### config.mk
export PLATFORM = sky130hd
export DESIGN_NAME = cordic_phase_sequencer_flat
export DESIGN_NICKNAME = d
export VERILOG_FILES = /design/src/rtl/cordic_phase_sequencer_if.sv /design/src/rtl/cordic_phase_sequencer.sv /design/src/flat_wrapper.sv
export SDC_FILE = /design/constraint.sdc
export NUM_CORES = 1
export LEC_CHECK = 0
export BUFFER_PORTS_ARGS = -buffer_cell sky130_fd_sc_hd__buf_4
export CAP_MARGIN = 20
export CORE_MARGIN = 2
export CORE_UTILIZATION = 55
export DETAILED_ROUTE_END_ITERATION = 8
export HOLD_SLACK_MARGIN = 0.06
export PLACE_DENSITY = 0.81
export SYNTH_ARGS = -nofsm -noshare
export SYNTH_HDL_FRONTEND = slang
export SYNTH_SLANG_ARGS = --single-unit
### constraint.sdc
create_clock -name clk -period 5.1 [get_ports clk]
set_input_delay 1.53 -clock clk [delete_from_list [all_inputs] [get_ports clk]]
set_output_delay 1.53 -clock clk [all_outputs]
set_load 0.01 [all_outputs]
### src/rtl/cordic_phase_sequencer_if.sv
// Result stream from the CORDIC phase sequencer to its consumer (DAC formatter / Avalon bridge).
interface cordic_phase_sequencer_if;
  logic        m_valid;
  logic        m_ready;
  logic [15:0] m_angle;
  logic [15:0] m_cos;
  logic [15:0] m_sin;

  modport master (output m_valid, m_angle, m_cos, m_sin, input m_ready);
  modport slave  (input m_valid, m_angle, m_cos, m_sin, output m_ready);
endinterface

### src/rtl/cordic_phase_sequencer.sv
// Phase-ramp launcher for a CORDIC rotation stage with a show-ahead result FIFO.
// Optional WAIT watchdog is compiled in with `define CORDIC_SEQ_TIMEOUT_EN.
module cordic_phase_sequencer #(
  parameter int FIFO_DEPTH     = 4,
  parameter int TIMEOUT_CYCLES = 64
) (
  input  logic                        clk,
  input  logic                        reset,
  input  logic                        enable,
  input  logic [15:0]                 phase_inc,
  input  logic [15:0]                 phase_offset,
  output logic                        cordic_start,
  output logic [15:0]                 cordic_angle,
  input  logic                        cordic_done,
  input  logic [15:0]                 cordic_cos,
  input  logic [15:0]                 cordic_sin,
  cordic_phase_sequencer_if.master    m,
  output logic [$clog2(FIFO_DEPTH):0] fifo_count,
  output logic                        busy,
  output logic                        timeout_err
);
  localparam int AW = $clog2(FIFO_DEPTH);
  localparam int CW = AW + 1;
  localparam logic [CW-1:0] DEPTH_C = CW'(FIFO_DEPTH);

  if (FIFO_DEPTH < 2 || FIFO_DEPTH > 16 || (FIFO_DEPTH & (FIFO_DEPTH - 1)) != 0 ||
      TIMEOUT_CYCLES < 1) begin : g_param_check
    $error("cordic_phase_sequencer: FIFO_DEPTH must be a power of two in 2..16, TIMEOUT_CYCLES >= 1");
  end

  typedef enum logic [1:0] {IDLE, LAUNCH, WAIT, STORE} state_t;
  typedef struct packed {
    logic [15:0] angle;
    logic [15:0] cos_v;
    logic [15:0] sin_v;
  } entry_t;

  state_t        state;
  logic [15:0]   acc, res_cos, res_sin;
  logic          wait_first;
  entry_t        mem [FIFO_DEPTH];
  entry_t        head;
  logic [AW-1:0] wr_ptr, rd_ptr;
  logic          push, pop;

`ifdef CORDIC_SEQ_TIMEOUT_EN
  localparam int TW = $clog2(TIMEOUT_CYCLES + 1);
  localparam logic [TW-1:0] TLAST = TW'(TIMEOUT_CYCLES - 1);
  logic [TW-1:0] wait_cnt;
`else
  assign timeout_err = 1'b0;
`endif

  assign busy = (state != IDLE);
  assign push = (state == STORE);
  assign pop  = m.m_valid && m.m_ready;

  always_ff @(posedge clk) begin
    if (reset) begin
      state        <= IDLE;
      acc          <= '0;
      cordic_start <= 1'b0;
      cordic_angle <= '0;
      wait_first   <= 1'b0;
      res_cos      <= '0;
      res_sin      <= '0;
`ifdef CORDIC_SEQ_TIMEOUT_EN
      wait_cnt     <= '0;
      timeout_err  <= 1'b0;
`endif
    end else begin
      cordic_start <= 1'b0;
      unique case (state)
        IDLE: begin
          // Space is reserved at launch; occupancy cannot rise while in flight.
          if (enable && fifo_count < DEPTH_C) begin
            state        <= LAUNCH;
            cordic_start <= 1'b1;
            cordic_angle <= acc + phase_offset;
          end
        end
        LAUNCH: begin
          state      <= WAIT;
          wait_first <= 1'b1;
`ifdef CORDIC_SEQ_TIMEOUT_EN
          wait_cnt   <= '0;
`endif
        end
        WAIT: begin
          wait_first <= 1'b0;
          // done on the first WAIT cycle is left over from the previous request
          if (cordic_done && !wait_first) begin
            state   <= STORE;
            res_cos <= cordic_cos;
            res_sin <= cordic_sin;
          end
`ifdef CORDIC_SEQ_TIMEOUT_EN
          else if (wait_cnt == TLAST) begin
            state       <= IDLE;
            timeout_err <= 1'b1;
          end else begin
            wait_cnt <= wait_cnt + 1'b1;
          end
`endif
        end
        STORE: begin
          acc   <= acc + phase_inc;
          state <= IDLE;
        end
        default: state <= IDLE;
      endcase
    end
  end

  always_ff @(posedge clk) begin
    if (reset) begin
      wr_ptr     <= '0;
      rd_ptr     <= '0;
      fifo_count <= '0;
    end else begin
      if (push) wr_ptr <= wr_ptr + 1'b1;
      if (pop)  rd_ptr <= rd_ptr + 1'b1;
      unique case ({push, pop})
        2'b10:   fifo_count <= fifo_count + 1'b1;
        2'b01:   fifo_count <= fifo_count - 1'b1;
        default: ;
      endcase
    end
  end

  always_ff @(posedge clk) begin
    if (push) mem[wr_ptr] <= '{angle: cordic_angle, cos_v: res_cos, sin_v: res_sin};
  end

  assign head      = mem[rd_ptr];
  assign m.m_valid = (fifo_count != '0);
  assign m.m_angle = head.angle;
  assign m.m_cos   = head.cos_v;
  assign m.m_sin   = head.sin_v;
endmodule

### src/flat_wrapper.sv
// flat-port wrapper written by rule: the top's interface ports become plain ports
module cordic_phase_sequencer_flat 
#(
  parameter int FIFO_DEPTH     = 4,
  parameter int TIMEOUT_CYCLES = 64
)
  (clk, reset, enable, phase_inc, phase_offset, cordic_start, cordic_angle, cordic_done, cordic_cos, cordic_sin, fifo_count, busy, timeout_err, m_m_valid, m_m_angle, m_m_cos, m_m_sin, m_m_ready);
  cordic_phase_sequencer_if m_i ();
  input  logic clk;
  input  logic reset;
  input  logic enable;
  input  logic [15:0] phase_inc;
  input  logic [15:0] phase_offset;
  output logic cordic_start;
  output logic [15:0] cordic_angle;
  input  logic cordic_done;
  input  logic [15:0] cordic_cos;
  input  logic [15:0] cordic_sin;
  output logic [$clog2(FIFO_DEPTH):0] fifo_count;
  output logic busy;
  output logic timeout_err;
  output wire logic [$bits(m_i.m_valid)-1:0] m_m_valid;
  output wire logic [$bits(m_i.m_angle)-1:0] m_m_angle;
  output wire logic [$bits(m_i.m_cos)-1:0] m_m_cos;
  output wire logic [$bits(m_i.m_sin)-1:0] m_m_sin;
  input wire logic [$bits(m_i.m_ready)-1:0] m_m_ready;
  assign m_m_valid = m_i.m_valid;
  assign m_m_angle = m_i.m_angle;
  assign m_m_cos = m_i.m_cos;
  assign m_m_sin = m_i.m_sin;
  assign m_i.m_ready = m_m_ready;
  cordic_phase_sequencer #(.FIFO_DEPTH(FIFO_DEPTH), .TIMEOUT_CYCLES(TIMEOUT_CYCLES)) u_core (.clk(clk), .reset(reset), .enable(enable), .phase_inc(phase_inc), .phase_offset(phase_offset), .cordic_start(cordic_start), .cordic_angle(cordic_angle), .cordic_done(cordic_done), .cordic_cos(cordic_cos), .cordic_sin(cordic_sin), .m(m_i), .fifo_count(fifo_count), .busy(busy), .timeout_err(timeout_err));
endmodule
==> reports/qor.yml, run 1 <==
route:
  viasPerCell: 5.60
  post_drt_wl_per_cell_um: 18.4
  drtIter0Drc: 486
  wl_um: 22000
  drtPass1Iterations: 5
  drc: 0
  num_vias: 6692
  detail-route-antenna-nets: 0
critical_path:
  cp_cell_sequence: "mux4_2, buf_4"
  rrSetupSlack_ps: 2630
  cp-end-kind: "output port"
  slowest_stage: "dfxtp_4"
  critPathRequiredTime_ps: 3570
  path_class: "flip-flop to output port"
  critPathLaunchType: "flip-flop"
  cp.buffers_inverters: 1
  r2r_cells: 9
  cp_top_family: "flip-flops"
  r2r_end: "u_core.cordic_angle[10]"
  worstPathArrival_ps: 2360
  cp_max_fo: 48
  critPathMaxStageDelay_ps: 980
  r2r-start: "u_core.acc[0]"
finish:
  layout.nets: 1019
  seqCellArea_sq_mm: 0.00731
  n_antenna_cell: 0
  num-fill-cells: 1412
  syn_to_final_growth_pct: 19.9
  multiInputGateArea_sq_mm: 0.00361
  finalNonFillerCells: 1194
  final_cell_area_sq_mm: 0.0133
  final_layout_size_suffix_gt1_share_pct: 27.0
hold_path:
  hold_path_class: "flip-flop to flip-flop"
  hold_end: "u_core.wait_first"
  hp-start: "u_core.wait_first"
  holdPathStages: 2
global_route:
  first_global_vias: 6830
  grt_overflow: 0
  grt_pass1_wl_um: 35600
  gr-usage-all-layers_pct: 21.0
  antenna_found_initial: 0
  grt_max_degree: 77
yosys:
  ys_ff_latch: 269
  synth_ff_type: "edfxtp_1"
  syn_nets: 877
  syn_area_per_cell_sq_um: 14.5
  ys_warn_count: 0
  synth-edff-count: 192
  ys_seq_area_share_pct: 65.9
  netlist_area_sq_mm: 0.0111
  synth_cells: 767
  synth-async-reset-ratio_pct: 0
  synth_cell_type_count: 55
placed_design:
  dp_cells: 1145
  io_buffers: 138
  place_hpwl_um: 13900
  post_dp_cell_area_sq_mm: 0.0124
  place_congestion: 0.904
clock_tree:
  cts.path.max_buffers: 3
  post_cts_resized: 0
  numCtsBuffers: 26
  htreeDepth: 1
  cts_sinks: 269
  path_clk_slew_ps: 60
  insertion_delay_ps: 520
  postCtsHoldBufs: 0
  cts_tree: "done"
  post_cts_buffers: 0
  root_buffer: "clkbuf_16"
timing:
  setup_viol: 0
  fmax_mhz: 257
  finalClockSkew_ps: 16.4
  rsz0062_at_grt: "no"
  hold_viol: 0
  whs_ps: 490
  post-route-period-util_pct: 76.2
  finalSetupTns_ps: 0
  fin_crit_ps: 3890
  slew_violations: 0
  slew_headroom_pct: 34.1
  worst_slew_pin_slew_ps: 988
die:
  die_w_um: 146
  core_area_sq_mm: 0.0197
  die_area_sq_mm: 0.0213
  io_pins: 140
  rows: 51
  die_h_um: 146
  initial_core_util_pct: 56.5
power:
  p_leak_nw: 4.81
  swShare_pct: 25.9
  clockPowerShare_pct: 33.9
  pwr-share-seq_pct: 47.7
  p_int_mw: 4.22
  power_mw: 5.70
  p_comb_share_pct: 18.4
  p_switching_mw: 1.47
  ir_drop_mv: 0.342
  p_per_area_mw_per_mm2: 428
run_status:
  status: "completed"
job:
  drv_cap: 0
==> layout by cell type, fill, tap and decap left out, drive strengths merged, types with 4 or more instances in the layout <==
cell and instances:
edfxtp 192, buf 147, nand2 101, dfxtp 77, a21oi 70, mux4 48, nor2 39, ha 38
clkbuf 34, o21ai 17, xnor2 16, nand3 13, inv 13, mux2i 11, a21o 11, nor3 8
xor2 8, clkinv 8, nand2b 7, and2 7, a211oi 6, o21bai 4, bufinv 4
==> routing by layer <==
metal | vias up | GRT usage, % | share of wire, %
li1 | 3184 | - | -
met1 | 3254 | 29.5 | 43
met2 | 221 | 35.3 | 49
met3 | 33 | 3.06 | 5.9
met4 | 0 | 5.29 | 2.0
met5 | - | 0 | 0
==> layout make-up <==
class	instances	area share [%]
Clock buffer	34	5.19
Multi-Input combinational cell	451	27.1
Clock inverter	14	1.41
Sequential cell	269	55.0
Tap cell	265	2.49
Timing Repair Buffer	147	8.39
Inverter	14	0.395
==> synth_stat cells (2+ instances only) <==
cell type	instances	area (sq um)
nand4_1	3	18.8
nor2_1	39	146
nand2b_1	7	43.8
fa_1	3	60.1
o21ai_0	17	85.1
a21o_1	10	75.1
ha_1	38	475
clkbuf_1	23	86.3
a211oi_1	6	45.0
nand2_1	101	379
or2_2	3	18.8
a32oi_1	2	17.5
nor3_1	8	40.0
xnor2_1	16	140
nor2b_1	3	18.8
or3_1	2	12.5
o21bai_1	4	30.0
dfxtp_1	77	1540
mux4_2	48	1080
a221o_1	2	20.0
edfxtp_1	192	5770
o21a_1	3	22.5
mux2i_1	11	110
a31oi_1	3	18.8
and2_1	7	43.8
xor2_1	8	70.1
a22o_1	3	26.3
nor4b_1	3	26.3
a21oi_1	69	345
buf_2	5	25.0
buf_1	4	15.0
inv_1	12	45.0
nand3_1	13	65.1
==> sequential cells by signal, indices dropped and copies added, names as in the netlist, 2 cells and up, named ones only <==
name,count
u_core.acc,16
u_core.cordic_angle,16
u_core.fifo_count,3
u_core.mem,192
u_core.rd_ptr,2
u_core.res_cos,16
u_core.res_sin,16
u_core.state,2
u_core.wr_ptr,2
==> through the flow <==
stage	setup slack, ps	util (%)
2_1_floorplan	1650	-
3_3_place_gp	1390	63.1
3_5_place_dp	1340	63.1
4_1_cts	1130	67.6
5_1_grt	1040	67.7
6_report	1210	67.7
==> kinds of logic after synthesis <==
kind of cell / synth area share [%]
flip-flops: 65.9
buffers and inverters: 1.68
AO/OA/AOI/OAI: 7.45
AND/OR/NAND/NOR: 7.52
other: 0.0338
adder cells (fa/ha/maj): 4.83
XOR/XNOR: 1.89
multiplexers: 10.7
==> worst max path at each step <==
stage | to | depth (start not counted)
2_1_floorplan | u_core.cordic_angle[10] | 9
3_3_place_gp | u_core.cordic_angle[10] | 10
3_5_place_dp | u_core.cordic_angle[10] | 10
4_1_cts | m_m_sin[11] | 2
5_1_grt | m_m_angle[7] | 2
6_report | m_m_sin[11] | 2
==> worst min-delay path: cells and delay by family, from the launching register on <==
| family | cells | cell delay, ps |
|---|---|---|
| simple gates | 1 | 80 |
| flops | 1 | 310 |
| compound gates | 1 | 50 |
==> power groups by stage <==
stage / Clock [mW] / Sequential (mW) / Combinational [mW]
6_report: 1.93 / 2.72 / 1.05
3_5_place_dp: 0 / 2.77 / 1.05
4_1_cts: 1.96 / 2.72 / 1.06
2_1_floorplan: 0 / 2.67 / 0.702
5_1_grt: 2.06 / 2.75 / 1.15
3_3_place_gp: 0 / 2.76 / 1.03
(Power assumes the default switching activity.)
==> run 2: changes to the inputs <==
--- a/config.mk
+++ b/config.mk
@@ -8,7 +8,7 @@
 export BUFFER_PORTS_ARGS = -buffer_cell sky130_fd_sc_hd__buf_4
 export CAP_MARGIN = 20
 export CORE_MARGIN = 2
-export CORE_UTILIZATION = 55
+export CORE_UTILIZATION = 52
 export DETAILED_ROUTE_END_ITERATION = 8
 export HOLD_SLACK_MARGIN = 0.06
 export PLACE_DENSITY = 0.81
==> constraint.sdc (replaced) <==
create_clock -name clk -period 3.15 [get_ports clk]
set_input_delay 0.945 -clock clk [delete_from_list [all_inputs] [get_ports clk]]
set_output_delay 0.945 -clock clk [all_outputs]
set_load 0.01 [all_outputs]
==> reports/qor.yml, run 2 (same netlist as run 1, synthesis figures left out) <==
critical_path:
  critPathRequiredTime_ps: 2200
  cp_max_fo: 30
  slowest_stage: "dfxtp_2"
  critPathMaxStageDelay_ps: 630
  path_class: "flip-flop to output port"
  r2r-start: "u_core.acc[0]"
  worstPathArrival_ps: 1970
  cp-end-kind: "output port"
  critPathLaunchType: "flip-flop"
  cp_cell_sequence: "buf_12, mux4_2, buf_4"
global_route:
  antenna_found_initial: 0
  grt_max_degree: 49
  grt_overflow: 0
  gr-usage-all-layers_pct: 19.8
  first_global_vias: 6556
  grt_pass1_wl_um: 34700
clock_tree:
  cts_tree: "done"
  insertion_delay_ps: 510
  path_clk_slew_ps: 60
  root_buffer: "clkbuf_16"
  cts.path.max_buffers: 3
  post_cts_buffers: 0
  post_cts_resized: 0
  postCtsHoldBufs: 0
  htreeDepth: 1
  numCtsBuffers: 26
  cts_sinks: 269
timing:
  whs_ps: 485
  worst_slew_pin_slew_ps: 736
  rsz0062_at_grt: "no"
  finalSetupTns_ps: 0
  fin_crit_ps: 2910
  slew_headroom_pct: 51.0
  finalClockSkew_ps: 11.1
  slew_violations: 0
  post-route-period-util_pct: 92.5
  fmax_mhz: 343
  setup_viol: 0
  hold_viol: 0
finish:
  final_cell_area_sq_mm: 0.0135
  layout.nets: 1033
  finalNonFillerCells: 1218
  syn_to_final_growth_pct: 21.9
  final_layout_size_suffix_gt1_share_pct: 28.2
  fin_util_pct: 64.5
  final_cell_mix: "192 x edfxtp_1, 155 x buf_4, 101 x nand2_1"
  regMostFlops: "u_core.mem"
  n_antenna_cell: 0
  layout_commonest_cell: "edfxtp_1"
  largest_reg_flops: 192
route:
  drc: 0
  num_vias: 6682
  detail-route-antenna-nets: 0
  drtIter0Drc: 420
  wl_um: 22300
  post_drt_wl_per_cell_um: 18.3
  viasPerCell: 5.49
  drtPass1Iterations: 5
die:
  die_w_um: 150
  die_h_um: 150
  io_pins: 140
  initial_core_util_pct: 52.9
  rows: 53
  core_area_sq_mm: 0.0210
  die_area_sq_mm: 0.0225
placed_design:
  post_dp_cell_area_sq_mm: 0.0125
  dp_cells: 1163
  place_congestion: 0.920
  place_hpwl_um: 14700
  io_buffers: 138
power:
  ir_drop_mv: 0.474
  p_leak_nw: 4.91
  p_per_area_mw_per_mm2: 698
hold_path:
  hp-start: "u_core.wait_first"
  hold_path_class: "flip-flop to flip-flop"
job:
  drv_cap: 0
run_status:
  status: "completed"
## run 2: cell types whose count changed in the layout (fill, tap and decap cells not counted), moves of 2 or more
cell / delta
buf_4: +9
buf_12: +5
clkbuf_1: -3
clkinv_1: +2
clkinvlp_4: -2
## run 2: critical path, delay by kind of cell (launching register included)
family | cells | cell delay, ps
buffers and inverters | 2 | 450
DFF | 1 | 630
muxes | 1 | 360
## run 2: stage by stage
step	worst slack, ps	total power [mW]
after floorplan	286	5.47
after global placement	77.0	6.18
after detailed placement	36.3	6.24
after CTS	36.7	9.48
after global routing	174	9.84
final	236	9.44
## run 2: layout make-up
| type | instances | area [sq um] |
|---|---|---|
| fill | 1540 | 7430 |
| sequential | 269 | 7310 |
| multi-input combinational | 451 | 3610 |
| timing repair buffer | 161 | 1280 |
| clock buffer | 32 | 693 |
| tap | 275 | 344 |
| clock inverter | 16 | 225 |
| inverter | 14 | 52.6 |
## run 2: routing by layer
layer	wire length [um]	global-route usage, %	up-vias
li1	-	-	3213
met1	9560	27.2	3264
met2	11300	34.0	179
met3	1180	2.56	26
met4	316	4.20	0
met5	0	0	-
## run 2: final timing paths
check,depth (start not counted),slack (ps),to
worst max register to register,9,740,u_core.cordic_angle[10]
worst max-delay path,3,240,m_m_angle[6]
worst min register to register,2,490,u_core.wait_first
worst min-delay path,2,490,u_core.wait_first
## run 2: power breakdown
part	total, mW	switching (mW)	internal (mW)
Clock	3.26	1.28	1.99
Sequential	4.32	0.219	4.10
Combinational	1.86	0.940	0.924
